==> src/rtl/sig_dump_ctrl.sv <==
// rtl/sig_dump_ctrl.sv - snoops signature window stores, then streams the signature words out of data RAM
module sig_dump_ctrl #(
    parameter int            AW              = 32,
    parameter int            DW              = 32,
    parameter int            TIMEOUT         = 1024,
    parameter logic [AW-1:0] DCATCH_BASE     = 'h1000,
    parameter logic [AW-1:0] BEGIN_ADDR      = 'h10000008,
    parameter logic [AW-1:0] END_ADDR        = 'h1000000C,
    parameter logic [AW-1:0] FLAG_ADDR       = 'h10000010,
    parameter int            MAX_WORDS       = 1024,
    parameter bit            DUMP_ON_TIMEOUT = 1'b0,
    localparam int           NB              = DW / 8,
    localparam int           IW              = $clog2(MAX_WORDS)
) (
    input  logic          clk,
    input  logic          rst,
    input  logic          st_valid,
    input  logic [AW-1:0] st_addr,
    input  logic [DW-1:0] st_data,
    input  logic [NB-1:0] st_be,
    output logic          rd_en,
    output logic [IW-1:0] rd_addr,
    input  logic [DW-1:0] rd_data,
    output logic          out_valid,
    output logic [DW-1:0] out_data,
    output logic          out_last,
    input  logic          out_ready,
    output logic          busy,
    output logic          done,
    output logic          timeout,
    output logic          range_err
);

    localparam int            SH     = $clog2(NB);
    localparam int            WW     = $clog2(TIMEOUT + 1);
    localparam logic [DW-1:0] BASE_D = DW'(DCATCH_BASE);
    localparam logic [DW:0]   MAXW   = (DW + 1)'(MAX_WORDS);
    localparam logic [WW-1:0] WD_END = WW'(TIMEOUT - 1);

    typedef enum logic [2:0] {MONITOR, CALC, RD, CAP, OUT, DONE} state_t;

    state_t        state;
    state_t        state_nxt;
    logic [DW-1:0] begin_q, end_q, flag_q;
    logic [DW-1:0] begin_nxt, end_nxt, flag_nxt;
    logic [DW-1:0] start_q, count_q, idx_q;
    logic [WW-1:0] wd_q;
    logic          snoop;
    logic          last;
    logic          set_timeout, set_rerr, load_calc;
    logic [DW-1:0] start_full, cnt_full;
    logic [DW:0]   reach;
    logic          bad;

    function automatic logic [DW-1:0] merge(input logic [DW-1:0] old,
                                            input logic [DW-1:0] d,
                                            input logic [NB-1:0] be);
        logic [DW-1:0] r;
        r = old;
        for (int b = 0; b < NB; b++) begin
            if (be[b]) r[b*8 +: 8] = d[b*8 +: 8];
        end
        return r;
    endfunction

    // Stores are only honoured while snooping; anything after the flag is ignored.
    assign snoop     = st_valid && (state == MONITOR);
    assign begin_nxt = (snoop && st_addr == BEGIN_ADDR) ? merge(begin_q, st_data, st_be) : begin_q;
    assign end_nxt   = (snoop && st_addr == END_ADDR)   ? merge(end_q,   st_data, st_be) : end_q;
    assign flag_nxt  = (snoop && st_addr == FLAG_ADDR)  ? merge(flag_q,  st_data, st_be) : flag_q;

    // An empty or inverted window contributes zero words to the range check.
    assign start_full = (begin_q - BASE_D) >> SH;
    assign cnt_full   = (end_q > begin_q) ? ((end_q - begin_q) >> SH) : '0;
    assign reach      = {1'b0, start_full} + {1'b0, cnt_full};
    assign bad        = (begin_q < BASE_D) || (reach > MAXW);

    assign last      = (idx_q == count_q - DW'(1));
    assign rd_en     = (state == RD);
    assign rd_addr   = (state == RD) ? IW'(start_q + idx_q) : '0;
    assign busy      = (state == CALC) || (state == RD) || (state == CAP) || (state == OUT);
    assign done      = (state == DONE);

    always_ff @(posedge clk) begin
        if (rst) state <= MONITOR;
        else     state <= state_nxt;
    end

    always_comb begin
        state_nxt   = state;
        set_timeout = 1'b0;
        set_rerr    = 1'b0;
        load_calc   = 1'b0;
        case (state)
            MONITOR: begin
                // A flag landing in the expiry cycle still wins over the watchdog.
                if (flag_q == DW'(1)) begin
                    state_nxt = CALC;
                end else if (wd_q == WD_END && flag_nxt != DW'(1)) begin
                    set_timeout = 1'b1;
                    state_nxt   = DUMP_ON_TIMEOUT ? CALC : DONE;
                end
            end
            CALC: begin
                if (bad) begin
                    set_rerr  = 1'b1;
                    state_nxt = DONE;
                end else if (cnt_full == '0) begin
                    state_nxt = DONE;
                end else begin
                    load_calc = 1'b1;
                    state_nxt = RD;
                end
            end
            RD:      state_nxt = CAP;
            CAP:     state_nxt = OUT;
            OUT: begin
                if (out_ready) state_nxt = last ? DONE : RD;
            end
            DONE:    state_nxt = DONE;
            default: state_nxt = MONITOR;
        endcase
    end

    always_ff @(posedge clk) begin
        if (rst) begin
            begin_q   <= '0;
            end_q     <= '0;
            flag_q    <= '0;
            wd_q      <= '0;
            start_q   <= '0;
            count_q   <= '0;
            idx_q     <= '0;
            timeout   <= 1'b0;
            range_err <= 1'b0;
            out_valid <= 1'b0;
            out_data  <= '0;
            out_last  <= 1'b0;
        end else begin
            begin_q <= begin_nxt;
            end_q   <= end_nxt;
            flag_q  <= flag_nxt;
            if (state == MONITOR) wd_q <= wd_q + WW'(1);
            if (set_timeout) timeout   <= 1'b1;
            if (set_rerr)    range_err <= 1'b1;
            if (load_calc) begin
                start_q <= start_full;
                count_q <= cnt_full;
                idx_q   <= '0;
            end
            if (state == CAP) begin
                out_data  <= rd_data;
                out_valid <= 1'b1;
                out_last  <= last;
            end
            if (state == OUT && out_ready) begin
                out_valid <= 1'b0;
                out_last  <= 1'b0;
                idx_q     <= idx_q + DW'(1);
            end
        end
    end

endmodule

==> config.mk <==
export PLATFORM = sky130hd
export DESIGN_NAME = sig_dump_ctrl
export DESIGN_NICKNAME = d
export VERILOG_FILES = /design/src/rtl/sig_dump_ctrl.sv
export SDC_FILE = /design/constraint.sdc
export NUM_CORES = 1
export LEC_CHECK = 0
export BUFFER_PORTS_ARGS = -buffer_cell sky130_fd_sc_hd__buf_2
export CORE_ASPECT_RATIO = 0.8
export CORE_MARGIN = 2
export CORE_UTILIZATION = 65
export CTS_CLUSTER_DIAMETER = 30
export DETAILED_ROUTE_END_ITERATION = 12
export GPL_TIMING_DRIVEN = 0
export PLACE_DENSITY = 0.87
export SYNTH_ARGS = -nofsm -noshare
export SYNTH_HDL_FRONTEND = slang
export SYNTH_SLANG_ARGS = --single-unit
==> constraint.sdc <==
create_clock -name clk -period 9.9 [get_ports clk]
set_input_delay 1.485 -clock clk [delete_from_list [all_inputs] [get_ports clk]]
set_output_delay 1.485 -clock clk [all_outputs]
set_load 0.01 [all_outputs]
==> out/qor.csv, run 1 <==
metric,value,unit
outcome,finished clean,
Total Routed Length,53100,µm
area of the placeable core,22680,µm²
clock tree from TritonCTS,yes,
share of post-route cells with drive strength above 1,12.10,%
H-Tree Level Count,2,
power density normalized to cell area,129.2,nW/µm²
number of endpoints failing setup at the final stage,0,
vias in the first global route,15740,
synthesized net count,2219,
setup repair after global routing missed its margin,no,
placer's final routability congestion estimate,1.014,
type of the worst setup path,flip-flop to flip-flop,
CTS max path bufs,3,
maximum clock skew at final layout,0.03142,ns
startpoint of the most critical register-to-register path,begin_q[11]$_SDFFE_PP0P_,
first-pass GRT wire length,82950,µm
number of antenna violations at the first check in global routing,0,
number of resized instances in the post-cts repair step,0,
post-detailed-placement cell area,16300,µm²
final period demand of the worst path,8.280,ns
DR iter-0 viols,2013,
"most common cell after layout, fill and taps aside",nand2_1,
"commonest cells after routing, fill and taps aside","nand2_1 (332), a21oi_1 (224), dfxtp_1 (218)",
RR Endpoint,idx_q[27]$_SDFFE_PP0P_,
estimated wirelength of the detail-placed design,40450,µm
synth-to-layout area growth,15.74,%
Worst IR Drop VDD,0.1794,mV
sequential share of power,39.5,%
sequential cell area fraction in the yosys report,28.80,%
post-layout net count,2409,
pin count of the biggest net entering global routing,14,
final design instance area without fill,17540,µm²
Residual DRC,0,
die extent in y,140.6,µm
launch point of the worst path,begin_q[11]$_SDFFE_PP0P_,
Root Driver,clkbuf_16,
clock buffers created by TritonCTS,36,
capture point of the critical path,idx_q[27]$_SDFFE_PP0P_,
number of warning messages in the yosys log,0,
number of cells traversed by the worst register-to-register path,24,
Worst-Margin Slew,1.116,ns
predominant post-synthesis flop cell,dfxtp_1,
wire length per cell after detailed routing,20.71,µm
Final Core Density,77.31,%
Pre-Repair DR Iteration Count,6,
GR Util All Layers,41.88,%
number of sinks driven by the clock tree,218,
# Max-Cap Violations,0,
R2R setup slack,1.62,ns
post-synthesis sequential element count,218,
period utilisation layout,83.63,%
Final Worst Setup Slack,1.620,ns
input/output buffers,152,
number of max-slew violations in the final report,0,
minimum setup slack after placement,2.070,ns
worst skew pair latency,0.53,ns
Internal Dissipation,1701,µW
"count of placed standard cells in the final layout, fillers left out",2564,
starting density of the core,66.80,%
worst slew slack as a fraction of its limit,25.04,%
critical path arrival,8.66,ns
Synth cell types,85,
number of placed I/O pins,153,
Async SR Flop Fraction,0,%
CP Data Required Time,10.28,ns
"antenna viol nets, final",0,
biggest fanout along the worst timing path,10,
number of vias per cell after detailed routing,6.592,
Setup crit end kind,flip-flop,
count of flip-flops with a built-in enable after synthesis,0,
combinational share of power,5.5,%
achievable clock frequency,120.8,MHz
total vias in the final route,16900,
post-cts hold buffer count,0,
number of instances in the synthesized netlist,2038,
final hold violation count,0,
width of the die,174.7,µm
net switching fraction of the power,24.93,%
Worst setup SP type,flip-flop,
grt total ovfl,0,
die outline area,24560,µm²
post-placement cell count,2496,
post-CTS setup buffer count,0,
leakage power,0.007169,µW
Syn Area/Cell,7.435,µm²
Setup TNS Final,0,ns
hold crit path type,flip-flop to flip-flop,
cell area after technology mapping,15150,µm²
fraction of power consumed by the clock network,55.0,%
total net switching power,564.8,µW
"Clk pin slew, worst setup/hold paths",0.05,ns
FP Rows,49,
-- flip-flops by register name (all words and copies together) (netlist names) --
signal,cells
begin_q,32
out_data,32
out_valid,1
idx_q,32
range_err,1
flag_q,32
start_q,10
out_last,1
state,3
count_q,30
wd_q,11
timeout,1
end_q,32
-- power groups by stage --
stage               clock [µW]  sequential (µW)  combinational, µW
floorplan                    0              909               59.6
global placement             0              910                113
detailed placement           0              912                118
CTS                       1240              894                120
global route              1290              895                133
finish                    1250              894                124
-- per-layer routing --
layer  GRT usage [%]  vias up  share of wire [%]
met5               0        -                  0
met4           14.25        0                3.0
met3           11.75      140                 13
met2           61.89     1118                 42
met1           58.59     7865                 42
li1                -     7779                  -
-- cell type report --
cell class,instances,area [µm²]
Inverter,66,247.7
Clock inverter,20,201.4
Clock buffer,46,1030
Fill cell,1701,5147
Buffer,120,489.2
Timing Repair Buffer,152,760.7
Tap cell,306,382.9
Multi-Input combinational cell,1634,10060
Antenna cell,2,5.005
Sequential cell,218,4364
-- cell families (layout without fill, tap and decap cells) --
group / count (synthesis) / after routing / share of synthesized area, %
AND/OR/NAND/NOR: 889 / 889 / 29.36
other: 0 / 2 / 0
buffers and inverters: 186 / 404 / 4.864
AO/OA/AOI/OAI: 529 / 529 / 22.25
multiplexers: 26 / 26 / 1.742
flip-flops: 218 / 218 / 28.80
adder cells (fa/ha/maj): 77 / 77 / 6.457
XOR/XNOR: 113 / 113 / 6.532
-- worst max-delay path, stage by stage (launching register included) --
cell and delay, ns:
dfxtp_1 0.49, inv_1 0.21, ha_1 0.45, a21oi_1 0.26
o211ai_1 0.13, a221oi_1 0.53, nand3_1 0.26, a31oi_1 0.25
a21o_1 0.36, clkbuf_1 0.46, buf_1 0.43, nor2_1 0.11
ha_1 0.30, clkbuf_1 0.23, a21oi_1 0.28, o21ai_0 0.20
a221oi_1 0.62, and3_1 0.34, o31ai_1 0.12, xnor2_1 0.16
or4_1 0.44, or3_1 0.50, or2_1 0.34, nor3_2 0.52
o31ai_1 0.14
-- metrics by stage --
| step | hold WS (ns) | power, µW |
|---|---|---|
| CTS | 0.4511 | 2253 |
| finish | 0.4515 | 2266 |
| floorplan | 0.4278 | 968.8 |
| global route | 0.4728 | 2313 |
| detailed placement | 0.4437 | 1030 |
| global placement | 0.4355 | 1024 |
-- cells in the mapped netlist, drive strengths merged (30+ instances only) --
| cell | n | area, µm² |
|---|---|---|
| nand2 | 332 | 1246 |
| a21oi | 229 | 1165 |
| dfxtp | 218 | 4364 |
| nor2 | 128 | 485.5 |
| clkbuf | 97 | 364.1 |
| ha | 75 | 938.4 |
| nand3 | 73 | 365.4 |
| o21ai | 73 | 365.4 |
| xnor2 | 68 | 595.6 |
| inv | 66 | 247.7 |
| nand4 | 55 | 344.1 |
| nor4 | 54 | 344.1 |
| nor3 | 45 | 235.2 |
| xor2 | 45 | 394.1 |
| and3 | 32 | 205.2 |
| and2 | 30 | 187.7 |
-- worst min-delay path by stage --
stage | startpoint | endpoint | slack (ns) | depth (start not counted)
after floorplan | flag_q[1]$_SDFF_PP0_ | flag_q[1]$_SDFF_PP0_ | 0.43 | 2
after global placement | flag_q[0]$_SDFF_PP0_ | flag_q[0]$_SDFF_PP0_ | 0.44 | 2
after detailed placement | out_data[17]$_SDFFE_PP0P_ | out_data[17]$_SDFFE_PP0P_ | 0.44 | 2
after CTS | out_data[17]$_SDFFE_PP0P_ | out_data[17]$_SDFFE_PP0P_ | 0.45 | 2
after global routing | out_data[19]$_SDFFE_PP0P_ | out_data[19]$_SDFFE_PP0P_ | 0.47 | 2
final | out_data[17]$_SDFFE_PP0P_ | out_data[17]$_SDFFE_PP0P_ | 0.45 | 2
(Power assumes the default switching activity.)
==> inputs of run 2 (changes only) <==
- CORE_UTILIZATION: 65 -> 61
- PLACE_DENSITY: 0.87 -> 0.82
- clock period: 9.9 -> 8.66 ns (I/O delays scaled with it)
==> run 2 against run 1 <==
Net effect:
- via count down 0.89%
- largest power group unchanged
- cell count up 0.62%
- combinational power up 13%
- fmax up 0.39%
- sequential power up 14%
- count of clock-buffer cells in the layout down 5
- global-route usage down 3.5 points
- die area up 6.4%
- critical path type unchanged
==> out/qor.csv, run 2 (same netlist as run 1, synthesis figures left out) <==
metric,value,unit
post-CTS setup buffer count,0,
Worst setup SP type,flip-flop,
setup repair after global routing missed its margin,no,
placer's final routability congestion estimate,1.034,
launch point of the worst path,begin_q[10]$_SDFFE_PP0P_,
input/output buffers,152,
RR Endpoint,idx_q[27]$_SDFFE_PP0P_,
total vias in the final route,16750,
outcome,finished clean,
R2R setup slack,0.41,ns
first-pass GRT wire length,81720,µm
CTS max path bufs,3,
period utilisation layout,95.24,%
die extent in y,145.0,µm
clock tree from TritonCTS,yes,
wire length per cell after detailed routing,20.26,µm
Setup TNS Final,0,ns
Critical Path Slowest Stage Cell,nor3b_1,
die outline area,26120,µm²
"commonest cells after routing, fill and taps aside","nand2_1 (332), a21oi_1 (224), dfxtp_1 (218)",
"Clk pin slew, worst setup/hold paths",0.06,ns
area of the placeable core,24380,µm²
maximum clock skew at final layout,0.02855,ns
GR Util All Layers,38.40,%
fillers,1999,
number of vias per cell after detailed routing,6.493,
worst skew pair latency,0.53,ns
area of all sequential standard cells,4364,µm²
number of cells traversed by the worst register-to-register path,24,
critical path arrival,8.63,ns
"most common cell after layout, fill and taps aside",nand2_1,
pin count of the biggest net entering global routing,13,
final hold violation count,0,
Total Routed Length,52280,µm
grt total ovfl,0,
startpoint of the lowest-slack hold path,out_data[16]$_SDFFE_PP0P_,
leakage power,0.007228,µW
Pre-Repair DR Iteration Count,7,
type of the worst setup path,flip-flop to flip-flop,
Setup crit end kind,flip-flop,
achievable clock frequency,121.2,MHz
hold crit path type,flip-flop to flip-flop,
Root Driver,clkbuf_16,
Worst-Margin Slew,1.019,ns
"antenna viol nets, final",0,
biggest fanout along the worst timing path,10,
post-layout net count,2411,
worst min-delay path endpoint,out_data[16]$_SDFFE_PP0P_,
final period demand of the worst path,8.248,ns
number of antenna violations at the first check in global routing,2,
power density normalized to cell area,155.6,nW/µm²
starting density of the core,62.16,%
CP Data Required Time,9.04,ns
area used by multi-input combinational logic,10060,µm²
Final Core Density,72.61,%
number of max-slew violations in the final report,0,
number of endpoints failing setup at the final stage,0,
# Max-Cap Violations,0,
post-cts hold buffer count,0,
Slowest Stage Delay on Critical Path,0.72,ns
H-Tree Level Count,2,
number of sinks driven by the clock tree,218,
Worst IR Drop VDD,0.2544,mV
worst-path cell chain,"inv_1, ha_1, nand4_1, or3_1, a211o_1, nand3_1, a31oi_1, a21o_1, clkbuf_1, nor3b_1, ha_1, inv_1, fa_1, nor2b_1, o211ai_1, a2111oi_2, o211ai_1, a221o_1, nor4_1, nand4b_1, or3_1, or2_1, nor3_2, o31ai_1",
vias in the first global route,15300,
clock buffers created by TritonCTS,38,
startpoint of the most critical register-to-register path,begin_q[10]$_SDFFE_PP0P_,
FP Rows,51,
DR iter-0 viols,2029,
Min-Delay Path Depth,2,
width of the die,180.2,µm
number of resized instances in the post-cts repair step,0,
synth-to-layout area growth,16.80,%
number of placed I/O pins,153,
Residual DRC,0,
share of post-route cells with drive strength above 1,12.30,%
estimated wirelength of the detail-placed design,40390,µm
worst slew slack as a fraction of its limit,31.57,%
-- run 2: cell types whose count changed in the layout (fill, tap and decap cells not counted) --
cell	change
bufinv_16	+5
clkbuf_1	-1
clkbuf_16	+1
clkbuf_8	-5
clkinv_2	-2
clkinv_4	+1
clkinv_8	-1
clkinvlp_4	+2
inv_16	+1
inv_6	+3
-- run 2: final cells by class --
class	instances	share of cell area, %
clock inverter	29	2.234
sequential	218	24.66
timing repair buffer	152	4.298
multi-input combinational	1634	56.82
antenna	2	0.02828
clock buffer	41	5.550
inverter	66	1.400
tap	318	2.248
buffer	120	2.764
-- run 2: worst max path at each step --
stage | end | depth (start not counted)
floorplan | idx_q[27]$_SDFFE_PP0P_ | 25
global placement | idx_q[27]$_SDFFE_PP0P_ | 24
detailed placement | idx_q[27]$_SDFFE_PP0P_ | 25
CTS | idx_q[27]$_SDFFE_PP0P_ | 25
global route | idx_q[9]$_SDFFE_PP0P_ | 24
finish | idx_q[27]$_SDFFE_PP0P_ | 24
-- run 2: stage by stage --
stage	worst slack, ns	cell area, µm²	instances	total power, µW	hold WS, ns
floorplan	2.675	15150	2038	1108	0.4278
global placement	0.9461	16310	2508	1171	0.4360
detailed placement	0.8575	16320	2508	1175	0.4450
CTS	0.8209	17690	2578	2751	0.4565
global route	0.1023	17700	2580	2825	0.4747
finish	0.4122	17700	2580	2753	0.4570
-- run 2: power breakdown --
| group | switching (µW) | internal (µW) | total, µW | leakage, µW |
|---|---|---|---|---|
| Combinational | 93.7 | 45.9 | 140 | 0.00482 |
| Sequential | 8.61 | 1010 | 1020 | 0.00176 |
| Clock | 569 | 1020 | 1590 | 0.000653 |
| Total | 671 | 2080 | 2750 | 0.00723 |
-- run 2: worst max-delay path: cells and delay by family, from the launching register on --
kind	cells	cell delay, ns
AO/OA/AOI/OAI	8	2.15
adder cells (fa/ha/maj)	3	1.18
buffers and inverters	3	0.60
flip-flops	1	0.50
AND/OR/NAND/NOR	10	3.65
-- run 2: layer usage --
layer,GRT usage [%],wire (µm)
met1,54.26,22610
met2,55.65,21640
met3,11.19,6410
met4,13.10,1617
met5,0,0
